$ cat src/rtl/fetch_unit.sv
// Instruction-fetch stage: owns the PC, fetches one word per cycle from a
// combinational instruction memory and buffers {instr, pc} in an in-order queue.
module fetch_unit #(
    parameter int              XLEN     = 64,
    parameter logic [XLEN-1:0] RESET_PC = '0,
    parameter int              FQ_DEPTH = 4
) (
    input  logic                      clk,
    input  logic                      rst_n,
    input  logic                      fetch_en,
    output logic [XLEN-1:0]           imem_addr,
    input  logic [31:0]               imem_instr,
    input  logic                      redirect_valid,
    input  logic [XLEN-1:0]           redirect_pc,
    output logic                      if_valid,
    input  logic                      if_ready,
    output logic [31:0]               if_instr,
    output logic [XLEN-1:0]           if_pc,
    output logic                      misalign_err,
    output logic [$clog2(FQ_DEPTH):0] fq_count
);
    localparam int PW = $clog2(FQ_DEPTH);
    localparam int CW = PW + 1;
    localparam logic [31:0] NOP = 32'h0000_0033;

    logic [XLEN-1:0] pc_q, pc_d;
    logic [PW-1:0]   head_q, head_d, tail_q, tail_d;
    logic [CW-1:0]   count_q, count_d;
    logic            misalign_q, misalign_d;

    logic [31:0]     instr_mem_q [FQ_DEPTH];
    logic [XLEN-1:0] pc_mem_q    [FQ_DEPTH];

    logic full, deq, enq;

    assign if_valid = (count_q != '0);
    assign full     = (count_q == CW'(FQ_DEPTH));
    assign deq      = if_valid && if_ready;
    // A full queue still accepts a fetch when the head leaves in the same cycle.
    assign enq      = fetch_en && !redirect_valid && (!full || deq);

    always_comb begin
        pc_d       = pc_q;
        head_d     = head_q;
        tail_d     = tail_q;
        count_d    = count_q;
        misalign_d = misalign_q;
        if (redirect_valid) begin
            pc_d    = {redirect_pc[XLEN-1:2], 2'b00};
            head_d  = '0;
            tail_d  = '0;
            count_d = '0;
            if (redirect_pc[1:0] != 2'b00) misalign_d = 1'b1;
        end else begin
            if (deq) head_d = head_q + PW'(1);
            if (enq) begin
                tail_d = tail_q + PW'(1);
                pc_d   = pc_q + XLEN'(4);
            end
            count_d = count_q + CW'(enq) - CW'(deq);
        end
    end

    always_ff @(posedge clk or negedge rst_n) begin
        if (!rst_n) begin
            pc_q       <= RESET_PC;
            head_q     <= '0;
            tail_q     <= '0;
            count_q    <= '0;
            misalign_q <= 1'b0;
        end else begin
            pc_q       <= pc_d;
            head_q     <= head_d;
            tail_q     <= tail_d;
            count_q    <= count_d;
            misalign_q <= misalign_d;
        end
    end

    // Queue storage is data only; validity is tracked entirely by count_q.
    always_ff @(posedge clk) begin
        if (enq) begin
            instr_mem_q[tail_q] <= imem_instr;
            pc_mem_q[tail_q]    <= pc_q;
        end
    end

    assign imem_addr    = pc_q;
    assign if_instr     = if_valid ? instr_mem_q[head_q] : NOP;
    assign if_pc        = if_valid ? pc_mem_q[head_q] : '0;
    assign misalign_err = misalign_q;
    assign fq_count     = count_q;

    always_ff @(posedge clk) begin
        if (rst_n) begin
            assert (count_q <= CW'(FQ_DEPTH));
            assert (if_valid == (count_q != '0));
        end
    end
endmodule

$ cat config.mk
export PLATFORM = sky130hd
export DESIGN_NAME = fetch_unit
export DESIGN_NICKNAME = d
export VERILOG_FILES = /design/src/rtl/fetch_unit.sv
export SDC_FILE = /design/constraint.sdc
export NUM_CORES = 1
export LEC_CHECK = 0
export BUFFER_PORTS_ARGS = -buffer_cell sky130_fd_sc_hd__buf_2
export CAP_MARGIN = 10
export CORE_MARGIN = 3
export CORE_UTILIZATION = 51
export DETAILED_ROUTE_END_ITERATION = 10
export GPL_TIMING_DRIVEN = 0
export PLACE_DENSITY = 0.77
export SLEW_MARGIN = 15
export SYNTH_ARGS = -nofsm -noshare
export SYNTH_HDL_FRONTEND = slang
export SYNTH_SLANG_ARGS = --single-unit
$ cat constraint.sdc
create_clock -name clk -period 10.5 [get_ports clk]
set_clock_uncertainty 0.1 [all_clocks]
set_input_delay 2.1 -clock clk [delete_from_list [all_inputs] [get_ports clk]]
set_output_delay 2.1 -clock clk [all_outputs]
set_load 0.05 [all_outputs]
# ---- Word level (Yosys, flattened, before mapping)
# Memories as Yosys holds them, arrays and structs flattened.
# Index checks and enable logic that the tools add are counted.
dict set report op_classes {
  n_addsub 5
  eq_ne 1
  n_mux 11
  reduce_logical 11
}
# op n
set ops {}
lappend ops {{64-bit 2-to-1 mux} 3}
lappend ops {{64-bit by 3-bit adder with 64-bit output (second input constant)} 1}
lappend ops {{32-bit 2-to-1 mux} 1}
lappend ops {{2-bit 2-to-1 mux} 4}
lappend ops {{2-bit nonzero test} 3}
lappend ops {{2-bit by 1-bit adder with 2-bit output (second input constant)} 2}
lappend ops {{3-bit by 1-bit adder with 3-bit output} 1}
lappend ops {{3-bit == test (second input constant)} 1}
lappend ops {{1-bit logical AND} 3}
lappend ops {{3-bit 2-to-1 mux} 1}
lappend ops {{3-bit nonzero test} 1}
lappend ops {{3-bit by 1-bit subtractor with 3-bit output} 1}
lappend ops {{1-bit logical NOT} 2}
lappend ops {{1-bit 2-to-1 mux} 2}
lappend ops {{2-bit AND reduction} 1}
lappend ops {{1-bit logical OR} 1}
dict set report totals {
  ff_bits 72
  ramBits 384
  inputBits 101
  output_inout_bits 165
  elab_cells 35
  mem_count 2
}
# memory words width rd rd_ports_with_merged_regs write_ports line_no
set memory_table {}
lappend memory_table {pc_mem_q 4 64 1 0 1 32} ;# logic [XLEN-1:0] pc_mem_q [FQ_DEPTH];
lappend memory_table {instr_mem_q 4 32 1 0 1 31} ;# logic [31:0] instr_mem_q [FQ_DEPTH];

# ---- Logic depth before layout (Yosys ltp)
dict set report logic_depth {
  ltp_word 7
  depth_mapped 11
}

# ---- Worst setup path before layout
# Ideal clock, no wire load.
dict set report synth_path {
  path_type {input to register}
  startpoint {input port if_ready}
  endpoint {memory instr_mem_q[0][0] (enable)}
  setup_time_ns 0.463
  t_arrival_ns 4.792
  required_time_ns 9.937
  path_slack_ns 5.145
  path_stages 4
  path_cell_list {or4b_1 -> clkbuf_1 -> and3_1 -> and2_1}
}
dict set report synth_between {
  elab_chain_len 5
}
# element line_no
set synth_rtl {}
lappend synth_rtl {{start, declared} 16} ;# input logic if_ready,
lappend synth_rtl {{1-bit logical AND} 38} ;# assign deq = if_valid && if_ready;
lappend synth_rtl {{1-bit logical OR} 40} ;# assign enq = fetch_en && !redirect_valid && (!full || deq);
lappend synth_rtl {{1-bit logical AND} 40}
lappend synth_rtl {{1-bit 2-to-1 mux} 82} ;# if (enq) begin
lappend synth_rtl {{1-bit 2-to-1 mux (not written as such)} 83} ;# instr_mem_q[tail_q] <= imem_instr;
lappend synth_rtl {{end, declared} 31}
# Every way passes these cells.

# ---- Worst setup path after layout
dict set report layout_path {
  startpoint {register head_q[1]}
  endpoint {output port if_pc[45]}
}
dict set report layout_between {
  elab_chain_len 2
}
# element line_no
set layout_rtl {}
lappend layout_rtl {{start, declared} 27} ;# logic [PW-1:0] head_q, head_d, tail_q, tail_d;
lappend layout_rtl {{start signal, assigned} 67} ;# head_q <= '0;
lappend layout_rtl {{start signal, assigned} 73} ;# head_q <= head_d;
lappend layout_rtl {{memory read 4 x 64 bit} -}
lappend layout_rtl {{64-bit 2-to-1 mux} 90} ;# assign if_pc = if_valid ? pc_mem_q[head_q] : '0;
lappend layout_rtl {{end, declared} 18} ;# output logic [XLEN-1:0] if_pc,
# Every way passes these cells.

==> run_results.csv <==
group,metric,value,unit
run_status,status,"finished clean",
setup_path,crit_buf_inv,4,
clock_network,cts_max_path_buffers,3,
final_layout,drive_gt1_share,32.8,%
die,core,35100,sq um
grt,antenna_found_initial,4,
clock_network,cts_resized,0,
final_layout,post-route-util,62.6,%
clock_network,ctsHoldBuffers,0,
setup_path,worst-path-max-fanout,10,
power_and_ir_drop,max-vdd-ir-drop,0.274,mV
logic_synthesis,synthAdderAreaFrac,0.586,%
clock_network,cts_tree,"done",
logic_synthesis,synthSimpleGateAreaFrac,10.2,%
setup_path,cp_top_family,"buffers and inverters",
min_path,min_from,"misalign_err$_DFFE_PN0P_",
timing,slew_viol_final,0,
die,fp.dieArea,38300,sq um
setup_path,cp_data_arrival_time,3.36,ns
logic_synthesis,synth_compound_area_share,2.81,%
setup_path,cpPeakStageDelay,0.72,ns
placement,finalWeightedCongestion,0.860,
clock_network,post_cts_buffers,0,
routing,ant_nets,0,
die,start_util,52.4,%
logic_synthesis,syn_area_per_cell,16.9,sq um
routing,vias,10900,
power_and_ir_drop,clkPwrFrac,27.9,%
routing,routedWlPerCell,23.1,microns
timing,hold_viol,0,
logic_synthesis,synth_seq_cells,446,
power_and_ir_drop,swShare,37.4,%
logic_synthesis,synth_xor_area_share,1.95,%
timing,period_minus_slack,5.56,ns
timing,fin_setup_tns,0,ns
timing,rsz0062_at_grt,"false",
power_and_ir_drop,p_per_area,255,nW/um^2
setup_path,cp.required,8.30,ns
logic_synthesis,synth_edf_count,376,
timing,worst_slew_pin_slew,0.991,ns
logic_synthesis,synthMuxAreaShare,11.6,%
die,dieHeight,196,microns
die,io_pins,266,
grt,grt_use_total,22.7,%
grt,grt_first_pass_wirelength,66.8,mm
logic_synthesis,synth_top_family_by_area,"multiplexers",
placement,dp_hpwl,29.5,mm
logic_synthesis,seq_area_frac_synth,71.0,%
setup_path,path_cells,"clkbuf_1 -> clkbuf_1 -> clkbuf_1 -> mux4_2 -> and2_1 -> buf_2",
die,rows,68,
power_and_ir_drop,leakage,0.00780,uW
grt,grt.overflow.total,0,
routing,wl,43.8,mm
grt,grt_start_max_net_pins,51,
logic_synthesis,ys_warn_count,0,
clock_network,cts.clk_slew.worst_paths,0.06,ns
setup_path,end_kind,"primary output",
clock_network,cts-buffers-inserted,45,
logic_synthesis,syn_area,18400,sq um
setup_path,reg2reg_from,"imem_addr[10]$_DFFE_PN0N_",
clock_network,worstSkewPairLatency,0.54,ns
setup_path,path_class,"flop to primary output",
timing,period_share,53.0,%
run,drv_cap,0,
setup_path,start_kind,"flop",
timing,fmax,180,MHz
clock_network,cts_sinks,446,
power_and_ir_drop,internal_power,3510,uW
power_and_ir_drop,switchingPower,2090,uW
clock_network,cts_root_buf,"clkbuf_16",
placement,placed_area,20500,sq um
grt,grt_pass1_vias,11200,
die,die_x,196,microns
timing,finalSetupViolations,0,
setup_path,crit_slowest_cell,"clkbuf_1",
power_and_ir_drop,power_frac_comb,34.3,%
logic_synthesis,synth_top_flop_cell,"edfxtp_1",
setup_path,worst_path_most_repeated_cell,"clkbuf_1",
routing,via_per_inst,5.76,
final_layout,layout.nets,1515,
logic_synthesis,postSynthCellCount,1086,
logic_synthesis,synthDistinctLibCells,46,
setup_path,crit_start,"head_q[1]$_DFFE_PN0P_",
power_and_ir_drop,power.share.sequential,37.9,%
final_layout,syn_to_final_growth,19.5,%
logic_synthesis,async_flop_share,15.7,%
clock_network,cts.htree.levels,2,
routing,first_iter_violations,856,
placement,port_buffers,261,
timing,hold_slack,0.360,ns
min_path,min_path_type,"flop to flop",
final_layout,fin_area,21900,sq um
routing,dr.pass1.iters,5,
routing,route.detailed.drc,0,
timing,maxSlewHeadroom,33.9,%
state kept, by name (all words and copies together), names as in the netlist:
name,count
pc_mem_q,248
head_q,2
tail_q,2
imem_addr,62
instr_mem_q,128
fq_count,3
misalign_err,1
synth_stat cells, drive strengths merged, types with 2 or more instances:
cell / n / area [sq um]
inv: 17 / 63.8
mux4: 94 / 2120
nand4: 22 / 195
and4: 12 / 110
a31oi: 23 / 144
a21oi: 3 / 15.0
o31ai: 12 / 90.1
buf: 22 / 123
and2: 97 / 607
ha: 7 / 87.6
nor4: 9 / 71.3
dfrtp: 70 / 1750
nor2: 45 / 169
nand3: 25 / 125
and3: 9 / 56.3
or4: 12 / 90.1
or2: 6 / 37.5
o21ai: 48 / 240
or3: 10 / 65.1
edfxtp: 376 / 11300
nand3b: 2 / 15.0
nand2: 61 / 229
nor3: 12 / 70.1
clkbuf: 40 / 150
xnor2: 29 / 254
xor2: 12 / 105
power groups by stage:
stage,logic (uW),clock network [uW],registers [uW]
floorplan,1360,0,2230
global placement,1920,0,2160
detailed placement,1940,0,2160
CTS,1950,1580,2120
global route,2030,1660,2130
finish,1920,1560,2120
metal layers:
metal / track usage, % / vias up / wire length (microns)
li1: - / 4863 / -
met1: 31.0 / 5501 / 17400
met2: 37.2 / 484 / 21400
met3: 5.10 / 84 / 3830
met4: 6.73 / 6 / 1160
met5: 0 / - / 33
placed cells by master (no fill, tap or decap), types with 9 or more instances in the layout:
cell type	netlist	routed
xor2_1	12	12
dfrtp_1	70	70
nand4_1	17	17
or4_1	12	12
buf_2	5	265
inv_1	17	17
nor2_1	45	45
and3_1	9	9
o21ai_0	48	48
nand2_1	61	61
nand3_1	25	25
buf_1	9	9
clkinv_2	0	13
nor3_1	10	9
clkbuf_1	40	47
xnor2_1	29	29
clkbuf_16	0	47
edfxtp_1	376	376
mux4_2	94	94
a31oi_1	23	23
and2_1	97	93
o31ai_1	12	12
kinds of logic (layout without fill, tap and decap cells):
kind of cell / Yosys count / in the layout
compound gates: 89 / 89
xor+xnor: 41 / 41
fa+ha+maj: 8 / 8
buf+inv: 79 / 433
flops: 446 / 446
mux: 95 / 95
other cells: 1 / 5
simple gates: 327 / 327
stage by stage:
stage               power, uW  instances  setup slack (ns)
finish                   5600       1899              4.94
global route             5820       1899              4.76
CTS                      5660       1898              4.79
detailed placement       4100       1814              5.37
global placement         4080       1805              2.99
floorplan                3590       1089              5.14
cell type report:
cell class / count / area, sq um
clock buffers: 57 / 1240
clock inverters: 27 / 214
repair buffers: 270 / 1520
flip-flops and latches: 446 / 13000
inverters: 17 / 63.8
fillers: 2606 / 13100
diodes: 1 / 2.50
plain buffers: 62 / 273
multi-input cells: 564 / 5020
well taps: 455 / 569
final timing paths:
check | to | slack, ns | depth (start not counted)
worst min register to register | misalign_err$_DFFE_PN0P_ | 0.36 | 1
max in group asynchronous | imem_addr[27]$_DFFE_PN0N_ | 8.36 | 2
min in group asynchronous | imem_addr[50]$_DFFE_PN0N_ | 1.35 | 1
worst min-delay path | misalign_err$_DFFE_PN0P_ | 0.36 | 1
worst max register to register | imem_addr[61]$_DFFE_PN0N_ | 7.60 | 5
worst max-delay path | if_pc[45] | 4.94 | 6
Power figures use the tool's default switching activity.
